$ cat config.mk
export PLATFORM = sky130hd
export DESIGN_NAME = uart_cmd_sequencer
export DESIGN_NICKNAME = d
export VERILOG_FILES = /design/src/rtl/uart_cmd_sequencer.sv
export SDC_FILE = /design/constraint.sdc
export NUM_CORES = 1
export LEC_CHECK = 0
export BUFFER_PORTS_ARGS = -buffer_cell sky130_fd_sc_hd__buf_2
export CORE_ASPECT_RATIO = 1.25
export CORE_UTILIZATION = 47
export CTS_CLUSTER_DIAMETER = 80
export DETAILED_ROUTE_END_ITERATION = 12
export PLACE_DENSITY = 0.74
export SLEW_MARGIN = 20
export SYNTH_ARGS = -nofsm -noshare
export SYNTH_HDL_FRONTEND = slang
export SYNTH_SLANG_ARGS = --single-unit
export TNS_END_PERCENT = 20
$ cat constraint.sdc
create_clock -name clk -period 2.5 [get_ports clk]
set_clock_uncertainty 0.15 [all_clocks]
set_input_delay 0 -clock clk [delete_from_list [all_inputs] [get_ports clk]]
set_output_delay 0 -clock clk [all_outputs]
set_load 0.005 [all_outputs]
$ cat src/rtl/uart_cmd_sequencer.sv
// uart_cmd_sequencer: turns a UART byte stream into memory write/read requests.
//   'W' <addr bytes> <data bytes> -> memory write; 'R' <addr bytes> -> memory read,
//   with the read word sent back LSB first over the tx handshake.
// Ports: clk/rst (sync active-high), rx_valid/rx_data (byte strobe in),
//   tx_valid/tx_data/tx_ready (byte out), mem_we/mem_waddr/mem_wdata,
//   mem_re/mem_raddr/mem_rdata, mem_rdy (completion), busy/err/overrun status.
// Optional feature: define UART_CMD_SEQ_ACK_EN to send 'K' (0x4B) after each write.
module uart_cmd_sequencer #(
  parameter int NUM_BYTES_DATA    = 4,
  parameter int NUM_BYTES_ADDRESS = 1,
  parameter int TIMEOUT_CYCLES    = 100000
) (
  input  logic                           clk,
  input  logic                           rst,
  input  logic                           rx_valid,
  input  logic [7:0]                     rx_data,
  output logic                           tx_valid,
  output logic [7:0]                     tx_data,
  input  logic                           tx_ready,
  output logic                           mem_we,
  output logic [NUM_BYTES_ADDRESS*8-1:0] mem_waddr,
  output logic [NUM_BYTES_DATA*8-1:0]    mem_wdata,
  output logic                           mem_re,
  output logic [NUM_BYTES_ADDRESS*8-1:0] mem_raddr,
  input  logic [NUM_BYTES_DATA*8-1:0]    mem_rdata,
  input  logic                           mem_rdy,
  output logic                           busy,
  output logic                           err,
  output logic                           overrun
);

  localparam int AW      = NUM_BYTES_ADDRESS * 8;
  localparam int DW      = NUM_BYTES_DATA * 8;
  localparam int CNT_MAX = (NUM_BYTES_DATA > NUM_BYTES_ADDRESS) ? NUM_BYTES_DATA : NUM_BYTES_ADDRESS;
  localparam int CW      = (CNT_MAX > 1) ? $clog2(CNT_MAX) : 1;
  localparam int TW      = (TIMEOUT_CYCLES > 2) ? $clog2(TIMEOUT_CYCLES) : 1;

  localparam logic [CW-1:0] ADDR_LAST = CW'(NUM_BYTES_ADDRESS - 1);
  localparam logic [CW-1:0] DATA_LAST = CW'(NUM_BYTES_DATA - 1);
  localparam logic [TW-1:0] TMO_LAST  = TW'(TIMEOUT_CYCLES - 1);

  typedef enum logic [2:0] {
    IDLE,
    ADDR,
    DATA,
    WRITE,
    READ,
    SEND
`ifdef UART_CMD_SEQ_ACK_EN
    , ACK
`endif
  } state_t;

  state_t          state_q, state_d;
  logic            is_wr_q, is_wr_d;
  logic [AW-1:0]   addr_q, addr_d;
  logic [DW-1:0]   wdata_q, wdata_d;
  logic [DW-1:0]   rword_q, rword_d;
  logic [CW-1:0]   bcnt_q, bcnt_d;
  logic [TW-1:0]   tmo_q, tmo_d;
  logic            err_q, err_d;
  logic            ovr_q, ovr_d;

  logic            mem_we_c, mem_re_c, tx_valid_c;
  logic [7:0]      tx_byte_c;

  always_comb begin
    state_d    = state_q;
    is_wr_d    = is_wr_q;
    addr_d     = addr_q;
    wdata_d    = wdata_q;
    rword_d    = rword_q;
    bcnt_d     = bcnt_q;
    tmo_d      = '0;      // gap counter only runs while collecting fields
    err_d      = 1'b0;
    ovr_d      = 1'b0;
    mem_we_c   = 1'b0;
    mem_re_c   = 1'b0;
    tx_valid_c = 1'b0;
    tx_byte_c  = 8'h00;

    case (state_q)
      IDLE: begin
        bcnt_d = '0;
        if (rx_valid) begin
          if (rx_data == 8'h57) begin
            is_wr_d = 1'b1;
            state_d = ADDR;
          end else if (rx_data == 8'h52) begin
            is_wr_d = 1'b0;
            state_d = ADDR;
          end else begin
            err_d = 1'b1;
          end
        end
      end

      ADDR, DATA: begin
        // A byte arriving on the last allowed cycle still counts.
        if (rx_valid) begin
          if (state_q == ADDR) begin
            for (int i = 0; i < NUM_BYTES_ADDRESS; i++) begin
              if (bcnt_q == CW'(i)) addr_d[i*8 +: 8] = rx_data;
            end
            if (bcnt_q == ADDR_LAST) begin
              bcnt_d = '0;
              if (is_wr_q) state_d = DATA;
              else         state_d = READ;
            end else begin
              bcnt_d = bcnt_q + CW'(1);
            end
          end else begin
            for (int i = 0; i < NUM_BYTES_DATA; i++) begin
              if (bcnt_q == CW'(i)) wdata_d[i*8 +: 8] = rx_data;
            end
            if (bcnt_q == DATA_LAST) begin
              bcnt_d  = '0;
              state_d = WRITE;
            end else begin
              bcnt_d = bcnt_q + CW'(1);
            end
          end
        end else if (tmo_q == TMO_LAST) begin
          err_d   = 1'b1;
          state_d = IDLE;
          bcnt_d  = '0;
          addr_d  = '0;
          wdata_d = '0;
        end else begin
          tmo_d = tmo_q + TW'(1);
        end
      end

      WRITE: begin
        mem_we_c = 1'b1;
        ovr_d    = rx_valid;
        if (mem_rdy) begin
`ifdef UART_CMD_SEQ_ACK_EN
          state_d = ACK;
`else
          state_d = IDLE;
`endif
        end
      end

      READ: begin
        mem_re_c = 1'b1;
        ovr_d    = rx_valid;
        if (mem_rdy) begin
          rword_d = mem_rdata;
          bcnt_d  = '0;
          state_d = SEND;
        end
      end

      SEND: begin
        tx_valid_c = 1'b1;
        ovr_d      = rx_valid;
        // Byte index only moves on acceptance, so tx_data holds during a stall.
        for (int i = 0; i < NUM_BYTES_DATA; i++) begin
          if (bcnt_q == CW'(i)) tx_byte_c = rword_q[i*8 +: 8];
        end
        if (tx_ready) begin
          if (bcnt_q == DATA_LAST) begin
            bcnt_d  = '0;
            state_d = IDLE;
          end else begin
            bcnt_d = bcnt_q + CW'(1);
          end
        end
      end

`ifdef UART_CMD_SEQ_ACK_EN
      ACK: begin
        tx_valid_c = 1'b1;
        tx_byte_c  = 8'h4B;
        ovr_d      = rx_valid;
        if (tx_ready) state_d = IDLE;
      end
`endif

      default: state_d = IDLE;
    endcase
  end

  always_ff @(posedge clk) begin
    if (rst) begin
      state_q <= IDLE;
      is_wr_q <= 1'b0;
      addr_q  <= '0;
      wdata_q <= '0;
      rword_q <= '0;
      bcnt_q  <= '0;
      tmo_q   <= '0;
      err_q   <= 1'b0;
      ovr_q   <= 1'b0;
    end else begin
      state_q <= state_d;
      is_wr_q <= is_wr_d;
      addr_q  <= addr_d;
      wdata_q <= wdata_d;
      rword_q <= rword_d;
      bcnt_q  <= bcnt_d;
      tmo_q   <= tmo_d;
      err_q   <= err_d;
      ovr_q   <= ovr_d;
    end
  end

  // Outputs are forced low while rst is high so a reset abandons any
  // pending memory request or transmit in the very cycle it is applied.
  assign mem_we    = mem_we_c & ~rst;
  assign mem_re    = mem_re_c & ~rst;
  assign tx_valid  = tx_valid_c & ~rst;
  assign tx_data   = rst ? 8'h00 : tx_byte_c;
  assign mem_waddr = rst ? '0 : addr_q;
  assign mem_raddr = rst ? '0 : addr_q;
  assign mem_wdata = rst ? '0 : wdata_q;
  assign busy      = (state_q != IDLE) & ~rst;
  assign err       = err_q & ~rst;
  assign overrun   = ovr_q & ~rst;

endmodule

After elaboration in Yosys (flattened, before gate mapping)
Index checks and enable logic that the tools add are counted.
{"block": "totals", "regBits": 97, "in_bits": 45, "output_inout_bits": 62}
{"block": "classes", "add_sub_neg": 2, "n_eq_ne": 26, "mux": 51, "bitwise_logic": 9, "n_reduce_logical": 19}
{"cell": "two-way mux 32 bit", "n": 4}
{"cell": "two-way mux 8 bit", "n": 14}
{"cell": "two-way mux 3 bit", "n": 13}
{"cell": "AND reduction 4 bit", "n": 6}
{"cell": "adder 17 x 1 -> 17 bit, second input constant", "n": 1}
{"cell": "equality test 17 bit, second input constant", "n": 1}
{"cell": "equality test 8 x 7 -> 1 bit, second input constant", "n": 2}
{"cell": "case mux 3 bit (5 select lines)", "n": 1}
{"cell": "two-way mux 2 bit", "n": 7}
{"cell": "!= test 2 bit, second input constant", "n": 6}
{"cell": "two-way mux 1 bit", "n": 10}
{"cell": "!= test 2 x 1 -> 1 bit, second input constant", "n": 5}
{"cell": "AND reduction 9 bit", "n": 1}
{"cell": "!= test 4 bit, second input constant", "n": 2}
{"cell": "case mux 2 bit (4 select lines)", "n": 1}
{"cell": "AND 1 bit", "n": 6}
{"cell": "equality test 3 x 2 -> 1 bit, second input constant", "n": 2}
{"cell": "equality test 3 bit, second input constant", "n": 2}
{"cell": "!= test 3 bit, second input constant", "n": 2}
{"cell": "equality test 2 bit, second input constant", "n": 2}
{"cell": "nonzero test 2 bit", "n": 2}
{"cell": "nonzero test 4 bit", "n": 1}
{"cell": "OR reduction 2 bit", "n": 2}
{"cell": "OR reduction 4 bit", "n": 1}
{"cell": "11 further kinds", "n": 13}

Depth between registers and ports, before layout
{"block": "depth", "word_depth": 7, "depth_mapped": 8, "mapped_depth_nobuf": 7}

Least setup slack after synthesis
OpenSTA, ideal clock, no wires.
{"block": "synth_path", "path_type": "register to register", "startpoint": "reg tmo_q[6]", "endpoint": "reg addr_q[0]", "t_arrival_ns": 2.123, "required_ns": 2.233, "setup_slack_ns": 0.110, "stages_incl_launch_ff": 7, "path_buffers": 1, "path_cell_list": "dfxtp_1 or4b_4 nor4_4 a21oi_1 or4b_1 buf_2 a22o_1"}
{"block": "synth_between", "elab_chain_len": 3}
{"item": "start: declaration", "line_no": "60", "source": "logic [TW-1:0] tmo_q, tmo_d;"}
{"item": "start signal: assignment", "line_no": "204", "source": "tmo_q <= tmo_d;"}
{"item": "equality test 17 bit", "line_no": "123", "source": "end else if (tmo_q == TMO_LAST) begin"}
{"item": "nonzero test 2 bit (no line)"}
{"item": "AND reduction 4 bit (no line)"}
{"item": "end signal: assignment", "line_no": "200", "source": "addr_q <= addr_d;"}
{"item": "end: declaration", "line_no": "56", "source": "logic [AW-1:0] addr_q, addr_d;"}
Every way passes these cells.
A chain may end at the register's enable or synchronous reset.

Final worst setup path
{"block": "layout_path", "startpoint": "reg tmo_q[6]", "endpoint": "reg state_q[1]"}
{"block": "layout_between", "elab_chain_len": 3}
{"item": "equality test 17 bit", "line_no": "123"}
{"item": "!= test 3 bit (no line)"}
{"item": "AND reduction 9 bit (no line)"}
{"item": "end signal: assignment", "line_no": "198", "source": "state_q <= state_d;"}
{"item": "end: declaration", "line_no": "54", "source": "state_t state_q, state_d;"}
Every way passes these cells.

==> results.sh <==
export IMPL_crit_path_end_kind="flip-flop"
export IMPL_core_sq_mm=0.00961
export IMPL_final_min_clock_period_ns=2.38
export IMPL_cts_buffer_depth=2
export IMPL_maxSlewViolCount=0
export IMPL_clk_latency_ns=0.34
export IMPL_async_flop_share_pct=0
export IMPL_maxSlewHeadroom_pct=47.7
export IMPL_area_delta_synth_final_pct=29.2
export IMPL_min_period_over_period_pct=95.4
export IMPL_die_h_microns=113
export IMPL_yosysSeqAreaShare_pct=41.9
export IMPL_drive_gt1_share_pct=21.3
export IMPL_routed_wl_mm=11.6
export IMPL_drv_cap=0
export IMPL_vdd_ir_drop_max_mv=0.384
export IMPL_synth_most_common_cell="dfxtp_1"
export IMPL_cts_root_buffer="clkbuf_16"
export IMPL_vias=4253
export IMPL_synth_nets=615
export IMPL_synth_edf_count=0
export IMPL_io_pins=107
export IMPL_first_pass_iters=4
export IMPL_ant_nets=0
export IMPL_setup_violations=0
export IMPL_die_x_microns=90.8
export IMPL_synth_cells=564
export IMPL_antenna_found_initial=0
export IMPL_final_nets=750
export IMPL_arrival_ns=2.47
export IMPL_synth_avg_cell_area_sq_um=8.21
export IMPL_criticalPathCategory="flip-flop to flip-flop"
export IMPL_synthFlopType="dfxtp_1"
export IMPL_place_congestion=0.814
export IMPL_grt_pass1_wl_mm=18.7
export IMPL_path_clk_slew_ns=0.07
export IMPL_synth_area_leaders="dfxtp_1 (42%), mux2i_1 (7.8%), nand2_1 (7.1%), a21oi_1 (5.4%), nand2b_1 (5.3%)"
export IMPL_use_met3_pct=4.30
export IMPL_top_usage_layer="met2"
export IMPL_cp_max_fo=5
export IMPL_synth_cell_types=47
export IMPL_grt_usage_pct=22.8
export IMPL_overflow=0
export IMPL_p_leak_nw=2.70
export IMPL_global_route_usage_met1_pct=26.6
export IMPL_yosysTopAreaCellShare_pct=41.9
export IMPL_routed_via_density=5.12
export IMPL_wire_per_inst_microns=14.0
export IMPL_power_density_mw_per_mm2=509
export IMPL_status="finished, final reports clean"
export IMPL_final_util_pct=62.3
export IMPL_initial_core_util_pct=48.2
export IMPL_setup_tns_ns=0
export IMPL_post_cts_buffers=0
export IMPL_cts_tree="done"
export IMPL_ys_ff_latch=97
export IMPL_cts_buffers=9
export IMPL_required_ns=2.59
export IMPL_hold_class="input port to flip-flop"
export IMPL_synth_top_cell_by_area="dfxtp_1"
export IMPL_ys_warnings_count=0
export IMPL_synthTopCellsByCount="dfxtp_1 (97), nand2_1 (88), a21oi_1 (50)"
export IMPL_hold_violations=0
export IMPL_drtIter0Drc=185
export IMPL_diodes=0
export IMPL_cts_sinks=97
export IMPL_grt_max_degree=56
export IMPL_fillerInstances=820
export IMPL_design_die_area_sq_mm=0.0103
export IMPL_rsz0062_at_grt="no"
export IMPL_tightestPinTransition_ns=0.785
export IMPL_grt_pass1_vias=4089
export IMPL_syn_area_sq_mm=0.00463
export IMPL_crit_path_start_kind="flip-flop"
export IMPL_grt_use_met2_pct=40.9
export IMPL_drc=0
export IMPL_dp_hpwl_mm=7.76
export IMPL_fmax_mhz=419
export IMPL_worst_hold_slack_ns=0.117
export IMPL_cts_max_level=3
export IMPL_port_buffers=106
export IMPL_rows=40
-- sequential cells by signal (all words and copies together) (netlist names) --
name,cells
rword_q,32
addr_q,8
is_wr_q,1
err_q,1
ovr_q,1
wdata_q,32
bcnt_q,2
state_q,3
tmo_q,17
-- kinds of logic after synthesis --
kind of cell / after synthesis / synth area share, %
adders and majority gates: 6 / 1.62
buffers and inverters: 82 / 7.37
DFF: 97 / 41.9
xor gates and xnor gates: 13 / 2.46
AOI/OAI and AO/OA: 86 / 11.5
muxes: 38 / 8.26
and+or+nand+nor: 242 / 26.9
-- layout make-up --
type                       instances  area, sq um  share of cell area (%)
multi-input combinational        385         2360                    39.4
clock buffer                       9          225                    3.76
sequential                        97         1940                    32.4
clock inverter                     7         68.8                    1.15
inverter                          40          150                    2.51
timing repair buffer             166         1090                    18.1
tap                              126          158                    2.63
-- timing repair --
| item | 4_1_cts | 5_1_grt |
|---|---|---|
| hold buffers | 42 | 0 |
| endpoints found under the setup margin | 0 | 15 |
| hold endpoints to repair | 74 | 0 |
| resized for setup | 0 | 2 |
-- per-layer routing --
metal / part of all wire, % / up-vias
li1: - / 2136
met1: 42 / 1958
met2: 50 / 145
met3: 5.6 / 14
met4: 1.6 / 0
met5: 0 / -
-- layout by cell type, fill, tap and decap left out, types with 13 or more instances in the layout --
master / n
nand2_1: 88
dlygate4sd3_1: 42
a21oi_1: 50
mux2i_1: 36
inv_1: 40
buf_4: 18
nor2b_1: 32
buf_2: 106
dfxtp_1: 97
nor3_1: 13
nor2_1: 32
nand2b_1: 39
-- through the flow --
step,setup WS (ns),total power [W],area [sq um],instances
final,0.116,0.00305,5990,830
after global routing,0.0178,0.00315,5990,830
after CTS,0.0207,0.00308,5980,830
after detailed placement,0.0376,0.00169,5270,772
after global placement,0.0917,0.00168,5270,772
after floorplan,0.110,0.00163,4630,564
-- where the power goes --
| part | switching, W | total (W) | internal, W |
|---|---|---|---|
| Sequential | 0.000000985 | 0.00155 | 0.00155 |
| Clock | 0.000644 | 0.00134 | 0.000701 |
| Combinational | 0.0000680 | 0.000155 | 0.0000874 |
-- worst max-delay path, cell delays in order, from the launching register on --
cell and delay [ns]:
dfxtp_1 0.35, or4b_4 0.55, nor4_4 0.25, buf_4 0.18, o2111a_1 0.23, nor2b_1 0.22, mux2_2 0.36
-- path summary, 6_finish.rpt --
kind / from / endpoint / slack [ns] / depth (start not counted)
worst max-delay path: tmo_q[6] / state_q[1] / 0.12 / 6
worst min-delay path: rst / is_wr_q / 0.12 / 2
worst max register to register: tmo_q[6] / state_q[1] / 0.12 / 6
worst min register to register: rword_q[2] / rword_q[2] / 0.30 / 2
No activity file was read; power rests on OpenSTA's default activity.
